==> config.mk <==
export PLATFORM = sky130hd
export DESIGN_NAME = code_sequencer
export DESIGN_NICKNAME = d
export VERILOG_FILES = /design/src/rtl/code_sequencer.sv
export SDC_FILE = /design/constraint.sdc
export NUM_CORES = 1
export LEC_CHECK = 0
export CAP_MARGIN = 0
export CORE_MARGIN = 2
export CORE_UTILIZATION = 64
export DETAILED_ROUTE_END_ITERATION = 6
export DONT_BUFFER_PORTS = 1
export GPL_TIMING_DRIVEN = 0
export PLACE_DENSITY = 0.92
export SLEW_MARGIN = 5
export SYNTH_ARGS = -nofsm -noshare
export SYNTH_HDL_FRONTEND = slang
export SYNTH_SLANG_ARGS = --single-unit
==> constraint.sdc <==
create_clock -name clk -period 3.47 [get_ports clk]
set_clock_uncertainty 0.2 [all_clocks]
set_input_delay 0.347 -clock clk [delete_from_list [all_inputs] [get_ports clk]]
set_output_delay 0.347 -clock clk [all_outputs]
set_load 0.005 [all_outputs]
==> src/rtl/code_sequencer.sv <==
// code_sequencer: program sequencer feeding the training controller.
// Holds the op-code program memory and runs a loaded program for a requested
// number of epochs. It presents op/code_count/code_index to the controller and
// reacts to the controller's code_reset/code_active/count_reset strobes.
// Optional watchdog: define CODE_SEQ_WDOG_EN to build it. When the macro is
// undefined, wdog_err is tied low and code_count simply saturates.
module code_sequencer #(
   parameter int OP_SIZE    = 4,
   parameter int ADDR_W     = 4,
   parameter int WDOG_LIMIT = 1024
) (
   input  logic                clk,
   input  logic                rst,
   input  logic                start,
   input  logic [31:0]         epoch_count,
   input  logic [ADDR_W:0]     prog_len,
   input  logic                prog_we,
   input  logic [ADDR_W-1:0]   prog_addr,
   input  logic [OP_SIZE-1:0]  prog_op,
   input  logic                count_reset,
   input  logic                code_reset,
   input  logic                code_active,
   output logic [OP_SIZE-1:0]  op,
   output logic [31:0]         code_count,
   output logic [31:0]         code_index,
   output logic                enable,
   output logic                busy,
   output logic                done,
   output logic [31:0]         epochs_left,
   output logic                wdog_err
);

   localparam int DEPTH = 1 << ADDR_W;

   localparam logic [1:0] S_IDLE = 2'd0;
   localparam logic [1:0] S_RUN  = 2'd1;
   localparam logic [1:0] S_DONE = 2'd2;

`ifdef CODE_SEQ_WDOG_EN
   localparam bit WDOG_BUILD = 1'b1;
`else
   localparam bit WDOG_BUILD = 1'b0;
`endif
   // Last code_count value tolerated before the watchdog trips.
   localparam logic [31:0] WDOG_LAST = 32'(WDOG_LIMIT - 1);

   logic [OP_SIZE-1:0] mem_q [DEPTH];

   logic [1:0]         state_q, state_d;
   logic [OP_SIZE-1:0] op_q, op_d;
   logic [31:0]        count_q, count_d;
   logic [ADDR_W-1:0]  index_q, index_d;
   logic [ADDR_W:0]    len_q, len_d;
   logic [31:0]        epochs_q, epochs_d;
   logic               enable_q;
   logic               busy_q;
   logic               done_q, done_d;
   logic               start_go;
   logic               wdog_trip;
   logic [ADDR_W-1:0]  idx_inc;
   logic               last_line;

   // Saturating cycle counter increment.
   function automatic logic [31:0] sat_inc(input logic [31:0] v);
      return (v == 32'hFFFF_FFFF) ? v : v + 32'd1;
   endfunction

   // Program memory: written only while no program is running; never reset.
   always_ff @(posedge clk) begin
      if (prog_we && (state_q != S_RUN)) begin
         mem_q[prog_addr] <= prog_op;
      end
   end

   // Next-state logic: start handling and strobe priority while running.
   always_comb begin
      state_d   = state_q;
      op_d      = op_q;
      count_d   = count_q;
      index_d   = index_q;
      len_d     = len_q;
      epochs_d  = epochs_q;
      done_d    = done_q;
      start_go  = 1'b0;
      wdog_trip = 1'b0;
      idx_inc   = index_q + 1'b1;
      // An index that overruns the memory depth wraps naturally to 0.
      last_line = ({1'b0, index_q} == (len_q - 1'b1));

      case (state_q)
         S_RUN: begin
            if (code_reset) begin
               index_d  = '0;
               count_d  = '0;
               op_d     = mem_q[0];
               epochs_d = epochs_q - 32'd1;
               if (epochs_q == 32'd1) begin
                  state_d = S_DONE;
                  done_d  = 1'b1;
                  op_d    = '0;
               end
            end else if (code_active) begin
               count_d = '0;
               if (last_line) begin
                  index_d = '0;
                  op_d    = mem_q[0];
               end else begin
                  index_d = idx_inc;
                  op_d    = mem_q[idx_inc];
               end
            end else if (count_reset) begin
               count_d = '0;
            end else if (WDOG_BUILD && (count_q == WDOG_LAST)) begin
               wdog_trip = 1'b1;
               state_d   = S_DONE;
               done_d    = 1'b1;
               op_d      = '0;
            end else begin
               count_d = sat_inc(count_q);
            end
         end
         default: begin
            if (start) begin
               start_go = 1'b1;
               index_d  = '0;
               count_d  = '0;
               if ((epoch_count == 32'd0) || (prog_len == '0)) begin
                  state_d  = S_DONE;
                  done_d   = 1'b1;
                  epochs_d = '0;
                  op_d     = '0;
               end else begin
                  state_d  = S_RUN;
                  done_d   = 1'b0;
                  epochs_d = epoch_count;
                  len_d    = prog_len;
                  op_d     = mem_q[0];
               end
            end
         end
      endcase
   end

   // Control and output registers; enable/busy track the next state.
   always_ff @(posedge clk or posedge rst) begin
      if (rst) begin
         state_q  <= S_IDLE;
         op_q     <= '0;
         count_q  <= '0;
         index_q  <= '0;
         len_q    <= '0;
         epochs_q <= '0;
         enable_q <= 1'b0;
         busy_q   <= 1'b0;
         done_q   <= 1'b0;
      end else begin
         state_q  <= state_d;
         op_q     <= op_d;
         count_q  <= count_d;
         index_q  <= index_d;
         len_q    <= len_d;
         epochs_q <= epochs_d;
         enable_q <= (state_d == S_RUN);
         busy_q   <= (state_d == S_RUN);
         done_q   <= done_d;
      end
   end

`ifdef CODE_SEQ_WDOG_EN
   logic wdog_q;

   // Watchdog flag: set on a trip, cleared by the next accepted start.
   always_ff @(posedge clk or posedge rst) begin
      if (rst) begin
         wdog_q <= 1'b0;
      end else if (start_go) begin
         wdog_q <= 1'b0;
      end else if (wdog_trip) begin
         wdog_q <= 1'b1;
      end
   end

   assign wdog_err = wdog_q;
`else
   logic unused_wdog;
   assign unused_wdog = start_go ^ wdog_trip;
   assign wdog_err    = 1'b0;
`endif

   assign op          = op_q;
   assign code_count  = count_q;
   assign code_index  = {{(32-ADDR_W){1'b0}}, index_q};
   assign enable      = enable_q;
   assign busy        = busy_q;
   assign done        = done_q;
   assign epochs_left = epochs_q;

endmodule

==> results.json, run 1 <==
{
  "cts_tree": "built",
  "min_period_ps": 3275,
  "synth_edf_count": 64,
  "grt_pass1_vias": 6832,
  "regToRegEndpoint": "mem_q[15][3]$_DFFE_PP_",
  "nFillCells": 766,
  "dr.first_iter.drc_count": 1099,
  "gp_congestion": 0.9919,
  "violations": "DRC",
  "end_kind": "flip-flop",
  "num_vias": 7019,
  "reg2reg_depth": 6,
  "place_area_sq_um": 8164,
  "dp.final_hpwl_mm": 15.82,
  "cp.required_ps": 3360,
  "regArea_sq_um": 3949,
  "status": "finished, violations left",
  "ys_types": 78,
  "holdCritStartpoint": "code_reset",
  "setup_tns_ps": 0,
  "syn_area_sq_um": 7845,
  "vdd_drop_max_mv": 0.5767,
  "grt.total_usage_pct": 35.59,
  "grt_max_degree": 56,
  "clkSlewWorstSetupHoldPaths_ps": 60,
  "die_w_um": 114.7,
  "yosys.area_share.adder_pct": 0.7974,
  "max_slew_margin_pct": 37.90,
  "crit_arrival_ps": 3160,
  "drv_cap": 0,
  "ant_nets": 0,
  "fin_area_sq_um": 9196,
  "drive_gt1_share_pct": 12.71,
  "rsz0062_at_grt": "no",
  "synth_ff_type": "dfrtp_1",
  "setup_viol": 0,
  "initial_core_util_pct": 65.31,
  "cts_buffers": 17,
  "min_path_type": "input port to flip-flop",
  "synth_xor_area_share_pct": 1.005,
  "layout_common_cells": "81 x dfrtp_1, 64 x edfxtp_1, 51 x nand2_1",
  "powerDensity_nw_per_um2": 734.1,
  "cts_sinks": 145,
  "drc": 2,
  "setup_ws_ps": 195.3,
  "viasPerCell": 7.097,
  "ys_ff_latch": 145,
  "h-tree-depth": 4,
  "n_antenna_cell": 0,
  "fp.coreArea_sq_um": 12010,
  "overflow": 0,
  "synth_compound_area_share_pct": 16.49,
  "whs_endpoint": "epochs_left[0]$_DFFE_PP0P_",
  "clock.fmax_mhz": 305.4,
  "reg2reg_slack_ps": 200,
  "async_flop_share_pct": 55.86,
  "synthMuxAreaShare_pct": 6.826,
  "root_buffer": "clkbuf_16",
  "portBuffers": 0,
  "wirelength_mm": 22.99,
  "slew_viol_final": 0,
  "hold_viol": 0,
  "synthSimpleGateAreaFrac_pct": 19.07,
  "clock_path_buffers": 2,
  "p_leak_nw": 3.343,
  "worstPathMaxFanout": 10,
  "clk_latency_ps": 430,
  "min_delay_path_depth": 3,
  "syn_inst": 739,
  "grt_pass1_wl_mm": 35.69,
  "syn-mean-instance-area_sq_um": 10.62,
  "layout.nets": 886,
  "layout_commonest_cell": "dfrtp_1",
  "rows": 40,
  "pre_cts_slack_ps": -198.2,
  "r2r_start": "state_q[1]$_DFF_PP0_",
  "synth_top_family_by_area": "simple AND/OR/NAND/NOR gates",
  "firstDrtPassIters": 7,
  "die-area_sq_um": 13160,
  "postCtsSetupBuffers": 0,
  "ys_warn_count": 0,
  "synth_seq_area_share_pct": 50.33,
  "ioPinCount": 156,
  "die_h_um": 114.7,
  "startpoint_type": "flip-flop",
  "antenna_found_initial": 0,
  "area_delta_synth_final_pct": 17.22,
  "multi_input_area_sq_um": 3581,
  "period_share_pct": 94.37,
  "wl_per_cell_um": 23.24,
  "worst_pin_slew_ps": 929.1,
  "whs_ps": 15.68,
  "crit_type": "flip-flop to flip-flop"
}
-- stage by stage --
step | power (mW) | instances | utilization, %
5_1_grt | 7.037 | 989 | 76.56
3_3_place_gp | 4.644 | 914 | 67.72
3_5_place_dp | 4.734 | 915 | 67.97
6_report | 6.751 | 989 | 76.56
2_1_floorplan | 4.053 | 767 | -
4_1_cts | 6.658 | 990 | 76.55
-- where the power goes --
part,internal [mW],switching (mW)
clock network,1.08,0.780
logic,0.890,1.43
registers,2.09,0.479
total,4.06,2.69
-- flip-flops by register name, indices dropped and copies added, names as in the netlist --
register	flops
busy	1
index_q	4
done	1
mem_q	64
epochs_left	32
len_q	5
state_q	2
code_count	32
op	4
-- critical path: stages (launching register included) --
cell and delay [ps]:
dfrtp_1 450, nand2b_1 130, clkbuf_1 430, clkbuf_1 490, buf_1 480, nand4_1 330
nor2_1 410
-- timing repair --
| item | CTS | global route |
|---|---|---|
| gates resized for setup | 1 | 1 |
| hold buffers | 43 | 0 |
| setup endpoints to repair | 3 | 7 |
| endpoints found under the hold margin | 197 | 0 |
-- cells in the mapped netlist (4+ instances only) --
library cell,n,area (sq um)
dfrtp_1,81,2027
inv_1,16,60.06
mux2i_1,4,40.04
o21ai_0,17,85.08
o31ai_1,10,75.07
nand4_1,19,118.9
buf_2,4,20.02
nand2b_1,5,31.28
nand2_1,51,191.4
o311ai_1,7,61.31
mux2_2,6,67.56
a22oi_1,14,105.1
nand3b_1,4,30.03
and2_1,7,43.79
buf_4,30,225.2
nor3_1,27,135.1
nor4_1,22,137.6
ha_1,5,62.56
a21oi_1,44,220.2
edfxtp_1,64,1922
a32oi_1,5,43.79
a31oi_1,5,31.28
or3_1,14,87.58
mux4_2,18,405.4
and3_1,4,25.02
or4_1,12,90.09
nand3_1,26,130.1
nor2_1,46,172.7
and4_1,8,70.07
o211ai_1,11,82.58
o21ai_1,39,195.2
xnor2_1,6,52.55
a41oi_1,4,35.03
nor4b_1,4,35.03
clkbuf_1,28,105.1
-- worst max path at each step --
stage                      startpoint                    endpoint  slack [ps]
2_1_floorplan  index_q[1]$_DFFE_PP0P_           op[3]$_DFFE_PP0P_         480
3_3_place_gp                      rst  code_count[25]$_DFFE_PP0P_         -30
3_5_place_dp   index_q[1]$_DFFE_PP0P_           op[3]$_DFFE_PP0P_        -200
4_1_cts        index_q[1]$_DFFE_PP0P_           op[1]$_DFFE_PP0P_          20
5_1_grt          state_q[1]$_DFF_PP0_      mem_q[15][0]$_DFFE_PP_           8
6_report         state_q[1]$_DFF_PP0_      mem_q[15][3]$_DFFE_PP_         200
-- area by class of cell --
type                            instances  share of cell area, %
Clock buffer                           17                  4.626
Tap cell                              147                  2.000
Clock inverter                         15                  1.891
Sequential cell                       145                  42.94
Buffer                                 64                  3.905
Inverter                               17                 0.7211
Multi-Input combinational cell        540                  38.94
Timing Repair Buffer                   44                  4.980
-- cell families after synthesis --
group           count (synthesis)
buf+inv                        82
compound gates                197
mux                            30
flops                         145
other cells                     1
simple gates                  270
fa+ha+maj                       5
xor+xnor                        9
-- layer usage --
metal	up-vias	global-route usage (%)	wire, um
met4	0	14.62	777
met3	105	10.59	2668
met1	3337	45.19	8173
li1	3011	-	-
met5	-	0	0
met2	566	57.79	11370
Note: power is estimated with default switching activity, not from simulation.
==> inputs of run 2 (changes only) <==
CAP_MARGIN = not set   (was 0)
HOLD_SLACK_MARGIN = 0.06   (was not set)
PLACE_DENSITY = 0.85   (was 0.92)
==> run 2 against run 1 <==
The flow now finishes without violations. Sequential share of layout area increased by 0.076 points. Clock power decreased by 5%. Critical path depth unchanged. Combinational power grew 3%. Die area did not move. First-iteration DRC count fell by 2.6%.
==> results.json, run 2 (synthesized netlist as in run 1, its figures left out) <==
{
  "initial_core_util_pct": 65.31,
  "drive_gt1_share_pct": 12.56,
  "cpPeakStageDelay_ps": 640,
  "grt_pass1_vias": 6803,
  "rsz0062_at_grt": "no",
  "worst_pin_slew_ps": 925.5,
  "gp_congestion": 0.9913,
  "hold_viol": 0,
  "whs_endpoint": "busy$_DFF_PP0_",
  "antenna_found_initial": 1,
  "crit_type": "flip-flop to flip-flop",
  "clock_path_buffers": 2,
  "slew_viol_final": 0,
  "end_kind": "flip-flop",
  "die_h_um": 114.7,
  "path_common_cell": "mux4_2",
  "drv_cap": 0,
  "fp.coreArea_sq_um": 12010,
  "clock.fmax_mhz": 307.8,
  "reg2reg_slack_ps": 220,
  "utilization_pct": 76.43,
  "cts_sinks": 145,
  "firstDrtPassIters": 7,
  "clk_latency_ps": 430,
  "p_leak_nw": 3.337,
  "r2r_start": "index_q[1]$_DFFE_PP0P_",
  "dp.cells": 915,
  "viasPerCell": 7.164,
  "die_w_um": 114.7,
  "layout_commonest_cell": "dfrtp_1",
  "regMostFlops": "mem_q",
  "grt_max_degree": 62,
  "holdCritStartpoint": "code_reset",
  "dr.first_iter.drc_count": 1070,
  "grt_pass1_wl_mm": 36.31,
  "min_delay_path_depth": 4,
  "cp_cell_sequence": "ha_1, clkbuf_2, mux4_2, mux4_2, and3_1, a311o_1",
  "cpLargestDelayFamily": "multiplexers",
  "use_met2_pct": 57.95,
  "layout.nets": 888,
  "largest_reg_flops": 64,
  "net-switching-power_mw": 2.750,
  "clkSlewWorstSetupHoldPaths_ps": 60,
  "grtUsageMet3_pct": 9.529,
  "p_sw_share_pct": 40.86,
  "area_delta_synth_final_pct": 17.02,
  "startpoint_type": "flip-flop",
  "crit_slowest_cell": "ha_1",
  "regToRegEndpoint": "op[1]$_DFFE_PP0P_",
  "die-area_sq_um": 13160,
  "internal_power_mw": 3.981,
  "place_area_sq_um": 8164,
  "setup_tns_ps": 0,
  "setup_ws_ps": 221.1,
  "busiest_layer": "met2",
  "ant_nets": 0,
  "period_share_pct": 93.63,
  "portBuffers": 0,
  "crit_arrival_ps": 3370,
  "worstPathMaxFanout": 10,
  "wl_per_cell_um": 23.57,
  "ioPinCount": 156,
  "fin_area_sq_um": 9180,
  "num_vias": 7107,
  "cts_tree": "built",
  "status": "finished clean",
  "regArea_sq_um": 3949,
  "setup_viol": 0,
  "max_slew_margin_pct": 37.73,
  "grt_use_met1_pct": 47.07,
  "rows": 40,
  "multi_input_area_sq_um": 3581,
  "vdd_drop_max_mv": 0.5534,
  "h-tree-depth": 4,
  "cts_buffers": 17,
  "reg2reg_depth": 6,
  "dp.final_hpwl_mm": 15.54,
  "comb_power_share_pct": 35.5,
  "wirelength_mm": 23.38,
  "layout_common_cells": "81 x dfrtp_1, 64 x edfxtp_1, 51 x nand2_1",
  "clkPwrFrac_pct": 26.3,
  "power_frac_seq_pct": 38.1,
  "stdcell_count": 992,
  "nFillCells": 769,
  "min_period_ps": 3249,
  "min_path_type": "input port to flip-flop",
  "pre_cts_slack_ps": -149.3,
  "grt.total_usage_pct": 35.97,
  "critPathBufInv": 1,
  "drc": 0,
  "powerDensity_nw_per_um2": 733.3,
  "cp.required_ps": 3590,
  "overflow": 0,
  "root_buffer": "clkbuf_16"
}
==> run 2: cell types whose count changed in the layout (fill, tap and decap cells not counted), sizes merged <==
cell	delta
clkbuf	+1
clkinv	+2
diode	+1
bufinv	-1
dlygate4sd3	+2
inv	-1
buf	-1
==> run 2: how the worst max path moves through the flow <==
stage          cells after the start                    endpoint  slack (ps)                    from
2_1_floorplan                      7           op[3]$_DFFE_PP0P_         480  index_q[1]$_DFFE_PP0P_
3_3_place_gp                       1  code_count[29]$_DFFE_PP0P_         -30                     rst
3_5_place_dp                       7           op[3]$_DFFE_PP0P_        -150  index_q[1]$_DFFE_PP0P_
4_1_cts                            6       mem_q[3][0]$_DFFE_PP_          10    state_q[1]$_DFF_PP0_
5_1_grt                            6       mem_q[7][2]$_DFFE_PP_          80    state_q[1]$_DFF_PP0_
6_report                           6           op[1]$_DFFE_PP0P_         220  index_q[1]$_DFFE_PP0P_
==> run 2: area by class of cell <==
cell class / instances / area share (%)
clock inverters: 15 / 1.458
repair buffers: 46 / 5.206
flip-flops and latches: 145 / 43.01
well taps: 147 / 2.004
multi-input cells: 540 / 39.01
diodes: 1 / 0.02726
clock buffers: 17 / 4.634
plain buffers: 64 / 3.925
inverters: 17 / 0.7224
==> run 2: metrics by stage <==
| step | hold slack, ps | power (mW) |
|---|---|---|
| after CTS | 63.94 | 6.581 |
| final | 75.98 | 6.731 |
| after detailed placement | 2.068 | 4.752 |
| after floorplan | 245.9 | 4.053 |
| after global placement | 246.5 | 4.629 |
| after global routing | 89.37 | 6.997 |
==> run 2: power groups by stage <==
stage | Sequential, mW | Combinational, mW | Clock [mW]
final | 2.57 | 2.39 | 1.77
after global placement | 2.55 | 2.08 | 0
after detailed placement | 2.57 | 2.19 | 0
after floorplan | 2.42 | 1.64 | 0
after global routing | 2.60 | 2.55 | 1.85
after CTS | 2.54 | 2.28 | 1.76
==> run 2: timing repair <==
action,4_1_cts,5_1_grt
hold buffers,45,0
endpoints found under the hold margin,198,0
setup buffers,0,0
setup endpoints to repair,3,19
gates resized for setup,1,2
==> run 2: routing by layer <==
metal	share of wire [%]	vias up	wire length [um]
met5	0	-	0
met4	3.3	0	768
met3	11	94	2680
met2	49	597	11350
met1	37	3393	8578
li1	-	3023	-
==> run 2: tightest hold or removal path: stages <==
cell,delay (ps)
inv_1,60
or4b_4,150
nand2_1,50
nand2_1,50
